**config.mk**
```make
export PLATFORM = sky130hd
export DESIGN_NAME = led_matrix_scan_driver
export DESIGN_NICKNAME = d
export VERILOG_FILES = /design/src/rtl/led_matrix_scan_driver.sv
export SDC_FILE = /design/constraint.sdc
export NUM_CORES = 1
export LEC_CHECK = 0
export ABC_AREA = 1
export CAP_MARGIN = 20
export CORE_MARGIN = 4
export CORE_UTILIZATION = 29
export CTS_BUF_LIST = sky130_fd_sc_hd__clkbuf_2 sky130_fd_sc_hd__clkbuf_4 sky130_fd_sc_hd__clkbuf_8
export CTS_CLUSTER_DIAMETER = 60
export CTS_CLUSTER_SIZE = 24
export DETAILED_ROUTE_END_ITERATION = 8
export PLACE_DENSITY = 0.61
export SYNTH_ARGS = -nofsm -noshare
export SYNTH_HDL_FRONTEND = slang
export SYNTH_SLANG_ARGS = --single-unit
```
**constraint.sdc**
```tcl
create_clock -name clk -period 5.8 [get_ports clk]
set_input_delay 0.87 -clock clk [delete_from_list [all_inputs] [get_ports clk]]
set_output_delay 0.87 -clock clk [all_outputs]
set_load 0.02 [all_outputs]
```
**src/rtl/led_matrix_scan_driver.sv**
```systemverilog
// Row-scanned shift-register LED matrix driver fed from an 8x24 bitmap, with a shadow frame captured once per frame.
// Optional macro LED_MATRIX_BRIGHTNESS_PWM_EN adds a 3-bit brightness input that shortens the lit window in RUN.
module led_matrix_scan_driver #(
  parameter int CLK_DIV    = 4,
  parameter int ROW_PERIOD = 1024
) (
  input  logic             clk,
  input  logic             rst_n,
  input  logic             enable,
`ifdef LED_MATRIX_BRIGHTNESS_PWM_EN
  input  logic [2:0]       brightness,
`endif
  input  logic [7:0][23:0] frame_in,
  output logic             frame_sync,
  output logic             sr_data,
  output logic             sr_clk,
  output logic             sr_latch,
  output logic             oe_n,
  output logic [7:0]       row_en
);

  localparam int CW = $clog2(ROW_PERIOD + 1);
  localparam int PW = $clog2(2 * CLK_DIV + 1);

  localparam logic [CW-1:0] C_ZERO      = CW'(0);
  localparam logic [CW-1:0] C_LAST      = CW'(ROW_PERIOD - 1);
  localparam logic [CW-1:0] C_SHIFT_END = CW'(48 * CLK_DIV);
  localparam logic [CW-1:0] C_LATCH     = CW'(ROW_PERIOD - CLK_DIV);
  localparam logic [CW-1:0] C_BLANK     = CW'(ROW_PERIOD - CLK_DIV - 1);
  localparam logic [PW-1:0] P_ZERO      = PW'(0);
  localparam logic [PW-1:0] P_LAST      = PW'(2 * CLK_DIV - 1);
  localparam logic [PW-1:0] P_HIGH      = PW'(CLK_DIV);

  typedef enum logic [1:0] {
    ST_IDLE  = 2'd0,
    ST_PRIME = 2'd1,
    ST_RUN   = 2'd2
  } state_t;

  state_t            r_state;
  logic [CW-1:0]     r_cnt;
  logic [PW-1:0]     r_phase;
  logic [4:0]        r_bit;
  logic [2:0]        r_ptr;
  logic              r_stop;
  logic [7:0][23:0]  r_shadow;
  logic              r_frame_sync;
  logic              r_sr_data;
  logic              r_sr_clk;
  logic              r_sr_latch;
  logic              r_oe_n;
  logic [7:0]        r_row_en;

  state_t            w_state_nxt;
  logic [CW-1:0]     w_cnt_nxt;
  logic [PW-1:0]     w_phase_nxt;
  logic [4:0]        w_bit_nxt;
  logic [2:0]        w_ptr_nxt;
  logic              w_stop_nxt;

  // Next-state, slot counter and bit/phase tracking for the serial shifter
  always_comb begin
    w_state_nxt = r_state;
    w_cnt_nxt   = r_cnt;
    w_phase_nxt = r_phase;
    w_bit_nxt   = r_bit;
    w_ptr_nxt   = r_ptr;
    w_stop_nxt  = r_stop;
    case (r_state)
      ST_IDLE: begin
        w_cnt_nxt   = C_ZERO;
        w_phase_nxt = P_ZERO;
        w_bit_nxt   = 5'd23;
        w_ptr_nxt   = 3'd7;
        w_stop_nxt  = 1'b0;
        if (enable) begin
          w_state_nxt = ST_PRIME;
        end else begin
          w_state_nxt = ST_IDLE;
        end
      end
      ST_PRIME, ST_RUN: begin
        if (!enable) begin
          w_stop_nxt = 1'b1;
        end else begin
          w_stop_nxt = r_stop;
        end
        if (r_cnt == C_LAST) begin
          w_cnt_nxt   = C_ZERO;
          w_phase_nxt = P_ZERO;
          w_bit_nxt   = 5'd23;
          // A stop request latched anywhere in the slot takes effect only here, after the latch window
          if (r_stop || !enable) begin
            w_state_nxt = ST_IDLE;
            w_ptr_nxt   = 3'd7;
            w_stop_nxt  = 1'b0;
          end else begin
            w_state_nxt = ST_RUN;
            w_ptr_nxt   = r_ptr + 3'd1;
          end
        end else begin
          w_cnt_nxt = r_cnt + CW'(1);
          if (r_phase == P_LAST) begin
            w_phase_nxt = P_ZERO;
            if (r_bit != 5'd0) begin
              w_bit_nxt = r_bit - 5'd1;
            end else begin
              w_bit_nxt = r_bit;
            end
          end else begin
            w_phase_nxt = r_phase + PW'(1);
          end
        end
      end
      default: begin
        w_state_nxt = ST_IDLE;
        w_cnt_nxt   = C_ZERO;
        w_phase_nxt = P_ZERO;
        w_bit_nxt   = 5'd23;
        w_ptr_nxt   = 3'd7;
        w_stop_nxt  = 1'b0;
      end
    endcase
  end

  logic        w_active;
  logic [2:0]  w_shift_row;
  logic        w_capture;
  logic [23:0] w_src_row;
  logic        w_in_shift;
  logic        w_pwm_ok;

  assign w_active    = (w_state_nxt != ST_IDLE);
  assign w_shift_row = w_ptr_nxt + 3'd1;
  assign w_capture   = w_active && (w_cnt_nxt == C_ZERO) && (w_shift_row == 3'd0);
  // On the capture cycle the shadow is being loaded, so row 0 comes straight from frame_in
  assign w_src_row   = w_capture ? frame_in[0] : r_shadow[w_shift_row];
  assign w_in_shift  = w_active && (w_cnt_nxt < C_SHIFT_END);

`ifdef LED_MATRIX_BRIGHTNESS_PWM_EN
  localparam logic [CW+3:0] C_ON_LEN = (CW + 4)'(ROW_PERIOD - CLK_DIV - 1);
  logic [2:0]    r_bright;
  logic [2:0]    w_bright;
  logic [CW+3:0] w_on_prod;
  logic [CW+3:0] w_on_len;

  assign w_bright  = (w_cnt_nxt == C_ZERO) ? brightness : r_bright;
  assign w_on_prod = ((CW + 4)'(w_bright) + (CW + 4)'(1)) * C_ON_LEN;
  assign w_on_len  = w_on_prod >> 3;
  assign w_pwm_ok  = ({4'b0000, w_cnt_nxt} < w_on_len);

  // Brightness held for the whole slot once sampled at its start
  always_ff @(posedge clk or negedge rst_n) begin
    if (!rst_n) begin
      r_bright <= 3'd7;
    end else begin
      r_bright <= w_bright;
    end
  end
`else
  assign w_pwm_ok = 1'b1;
`endif

  // Control state, counters and shadow frame
  always_ff @(posedge clk or negedge rst_n) begin
    if (!rst_n) begin
      r_state  <= ST_IDLE;
      r_cnt    <= C_ZERO;
      r_phase  <= P_ZERO;
      r_bit    <= 5'd23;
      r_ptr    <= 3'd7;
      r_stop   <= 1'b0;
      r_shadow <= {8{24'h000000}};
    end else begin
      r_state <= w_state_nxt;
      r_cnt   <= w_cnt_nxt;
      r_phase <= w_phase_nxt;
      r_bit   <= w_bit_nxt;
      r_ptr   <= w_ptr_nxt;
      r_stop  <= w_stop_nxt;
      if (w_capture) begin
        r_shadow <= frame_in;
      end else begin
        r_shadow <= r_shadow;
      end
    end
  end

  // Output registers computed from next-state so they line up with the counter value they describe
  always_ff @(posedge clk or negedge rst_n) begin
    if (!rst_n) begin
      r_frame_sync <= 1'b0;
      r_sr_data    <= 1'b0;
      r_sr_clk     <= 1'b0;
      r_sr_latch   <= 1'b0;
      r_oe_n       <= 1'b1;
      r_row_en     <= 8'h00;
    end else begin
      r_frame_sync <= w_capture;
      r_sr_data    <= w_in_shift ? w_src_row[w_bit_nxt] : 1'b0;
      r_sr_clk     <= w_in_shift && (w_phase_nxt >= P_HIGH);
      r_sr_latch   <= w_active && (w_cnt_nxt >= C_LATCH);
      r_oe_n       <= !((w_state_nxt == ST_RUN) && (w_cnt_nxt < C_BLANK) && w_pwm_ok);
      r_row_en     <= (w_state_nxt == ST_RUN) ? (8'd1 << w_ptr_nxt) : 8'h00;
    end
  end

  assign frame_sync = r_frame_sync;
  assign sr_data    = r_sr_data;
  assign sr_clk     = r_sr_clk;
  assign sr_latch   = r_sr_latch;
  assign oe_n       = r_oe_n;
  assign row_en     = r_row_en;

endmodule

```
==> flow_summary.toml <==
[floorplanning]
start_util = 0.293
die_w_um = 208
die_height_um = 208
dieArea_um2 = 43400
io_pins = 208
rows = 73
core_um2 = 39700

[yosys]
synth_nets = 1739
synth_simple_gate_area_share = 0.277
netlist-cell-type-count = 34
ys.flop_type = "dfrtp_1"
synthMuxAreaShare = 0
syn_avg_cell_area_um2 = 7.60
seq_area_frac_synth = 0.497
ys_async_sr_fraction = 1.00
synth_xor_area_frac = 0.00226
synth_top_area_share = 0.479
syn_inst = 1532
synth-compound-area-share = 0.0942
synth-seq-cells = 231
synth_common_cells = "nand2_1, inv_1, dfrtp_1"
synth_fa_ha_area_frac = 0.0129
syn-cell-area_um2 = 11600
yosysMostFrequentCell = "nand2_1"
synth_top_family_by_area = "simple AND/OR/NAND/NOR gates"
synth_edf_count = 0
synth_warnings = 0
synthTopCellsByArea = "dfrtp_1, nand2_1, nand3_1"
synth_top_area_cell = "dfrtp_1"

[power]
p_per_area_nw_per_um2 = 433
p_leak_nw = 7.17
ir_drop_uv = 256
power_mw = 6.36

[drt]
ant_nets = 0
num_vias = 10300
first_pass_iters = 5
vias_per_cell = 4.61
wirelength_mm = 38.4
drcViolationCount = 0
wl_per_cell_um = 17.2
dr.first_iter.drc_count = 1023

[cts]
clk_pin_slew_worst_paths_ns = 0.11
h-tree-depth = 1
clockBufferDepth = 3
cts_tree = "built"
cts_buffers = 24
cts_hold_buf = 0
cts_setup_buffers = 0
cts-root-buf = "clkbuf_8"
clk_latency_ns = 0.58
cts_resized = 0
cts.sink_count = 231

[layout]
final_cell_area_um2 = 14700
drive_gt1_frac = 0.0510
area_delta_synth_final_pct = 26.2
nets = 1895
final_cells = 2232

[worst_setup_path]
cp-end-kind = "flip-flop"
cp-start-kind = "flip-flop"
cpMostUsedCell = "nand2_1"
worstPathRequired_ns = 6.29
path_cells = "ha_1 > nand2_1 > nor2_4 > nand4_1 > nand3_4 > ha_1 > ha_1 > nand2_1 > inv_1 > nand2_1 > inv_1 > nand3_1 > nor2_2 > buf_4 > nand2_4 > inv_8 > buf_12 > nand2_1 > o21ai_0"
cp-startpoint = "r_cnt[0]$_DFF_PN0_"
cp_max_fo = 138
critPathKind = "reg -> reg"
slowest_stage = "nand3_4"
reg2reg_from = "r_cnt[0]$_DFF_PN0_"
crit_path_max_incr_delay_ns = 0.58
crit_arrival_ns = 5.18

[timing]
layout_min_cycle_time_ns = 4.69
period_share = 0.808
finClkSkew_ns = 0.0306
fmax_ghz = 0.213
rsz0062_at_grt = "no"
slew_headroom = 0.334
setup_viol = 0
final_max_slew_viol_count = 0
finalSetupTns_ns = 0
hold_viol_final = 0
setup_ws_ns = 1.11
tightestPinTransition_ns = 0.998

[global_routing]
grt_max_degree = 139
grt_pass1_wl_mm = 58.9
grt_pass1_vias = 10000
grt.total_usage = 0.170
gr-total-overflow = 0
antenna_found_initial = 4

[min_path]
hold_path_class = "in -> async"

[placed_design]
placed_cell_area_um2 = 14100
place_inst = 2187
port_buffers = 207
place_congestion = 0.912
pre_cts_slack_ns = 0.588
dp.final_hpwl_mm = 27.7

[run_status]
status = "completed"

[run]
drv_cap = 0
==> cell families (layout without fill, tap and decap cells) <==
family | after synthesis | after routing
other cells | 0 | 1
flops | 231 | 231
simple gates | 745 | 745
xor+xnor | 3 | 3
fa+ha+maj | 12 | 12
compound gates | 211 | 211
buf+inv | 330 | 504
==> metal layers <==
layer  share of wire  GRT usage  vias up
li1                -          -     5112
met2            0.44      0.263      309
met3           0.067     0.0297       44
met1            0.47      0.254     4828
met5         0.00099          0        -
met4           0.019     0.0313        6
==> critical path, delay by kind of cell (launching register included) <==
family | cells | cell delay (ns)
AOI/OAI and AO/OA | 1 | 0.10
adders and majority gates | 3 | 0.61
buffers and inverters | 5 | 1.21
DFF | 1 | 0.39
and+or+nand+nor | 10 | 2.16
==> path summary, 6_finish.rpt <==
kind	depth (start not counted)	endpoint	slack [ns]
max	19	r_shadow[105]$_DFFE_PN0P_	1.11
min reg2reg	1	r_phase[0]$_DFF_PN0_	0.47
min	1	r_shadow[125]$_DFFE_PN0P_	0.33
max reg2reg	19	r_shadow[105]$_DFFE_PN0P_	1.11
max in group asynchronous	2	r_shadow[169]$_DFFE_PN0P_	4.30
min in group clk	1	r_phase[0]$_DFF_PN0_	0.47
==> layout by cell type, fill, tap and decap left out, drive strengths merged, types with 2 or more instances in the layout <==
cell type,synthesis,layout
a21oi,19,19
buf,59,12
bufinv,0,3
clkbuf,29,26
clkdlybuf4s50,0,206
clkinv,0,6
clkinvlp,0,2
dfrtp,223,223
dfstp,8,8
ha,12,12
inv,242,249
nand2,473,473
nand3,200,200
nand4,23,23
nor2,33,33
nor3,8,8
o211ai,13,13
o21ai,178,178
or2,6,6
xor2,2,2
==> power by group <==
part           total (mW)  switching, mW  internal (mW)
clock                1.31          0.709          0.604
sequential           2.51          0.207           2.31
combinational        2.54           1.71          0.829
total                6.36           2.62           3.74
==> final cells by class <==
class / instances / area [um2]
diodes: 1 / 2.50
clock buffers: 26 / 358
clock inverters: 18 / 267
fillers: 4151 / 25000
inverters: 242 / 916
multi-input cells: 971 / 4500
flip-flops and latches: 231 / 5790
well taps: 525 / 657
repair buffers: 218 / 2200
==> state kept, by name, indices dropped and copies added, names as in the netlist, 2 cells and up <==
signal / cells
r_bit: 5
r_cnt: 11
r_phase: 4
r_ptr: 3
r_shadow: 192
r_state: 2
row_en: 8
==> stage by stage <==
step / util / hold slack, ns
global placement: 0.354 / 0.445
floorplan: - / 0.430
detailed placement: 0.354 / 0.458
finish: 0.370 / 0.328
global route: 0.370 / 0.379
CTS: 0.370 / 0.352
Note: power is estimated with default switching activity, not from simulation.
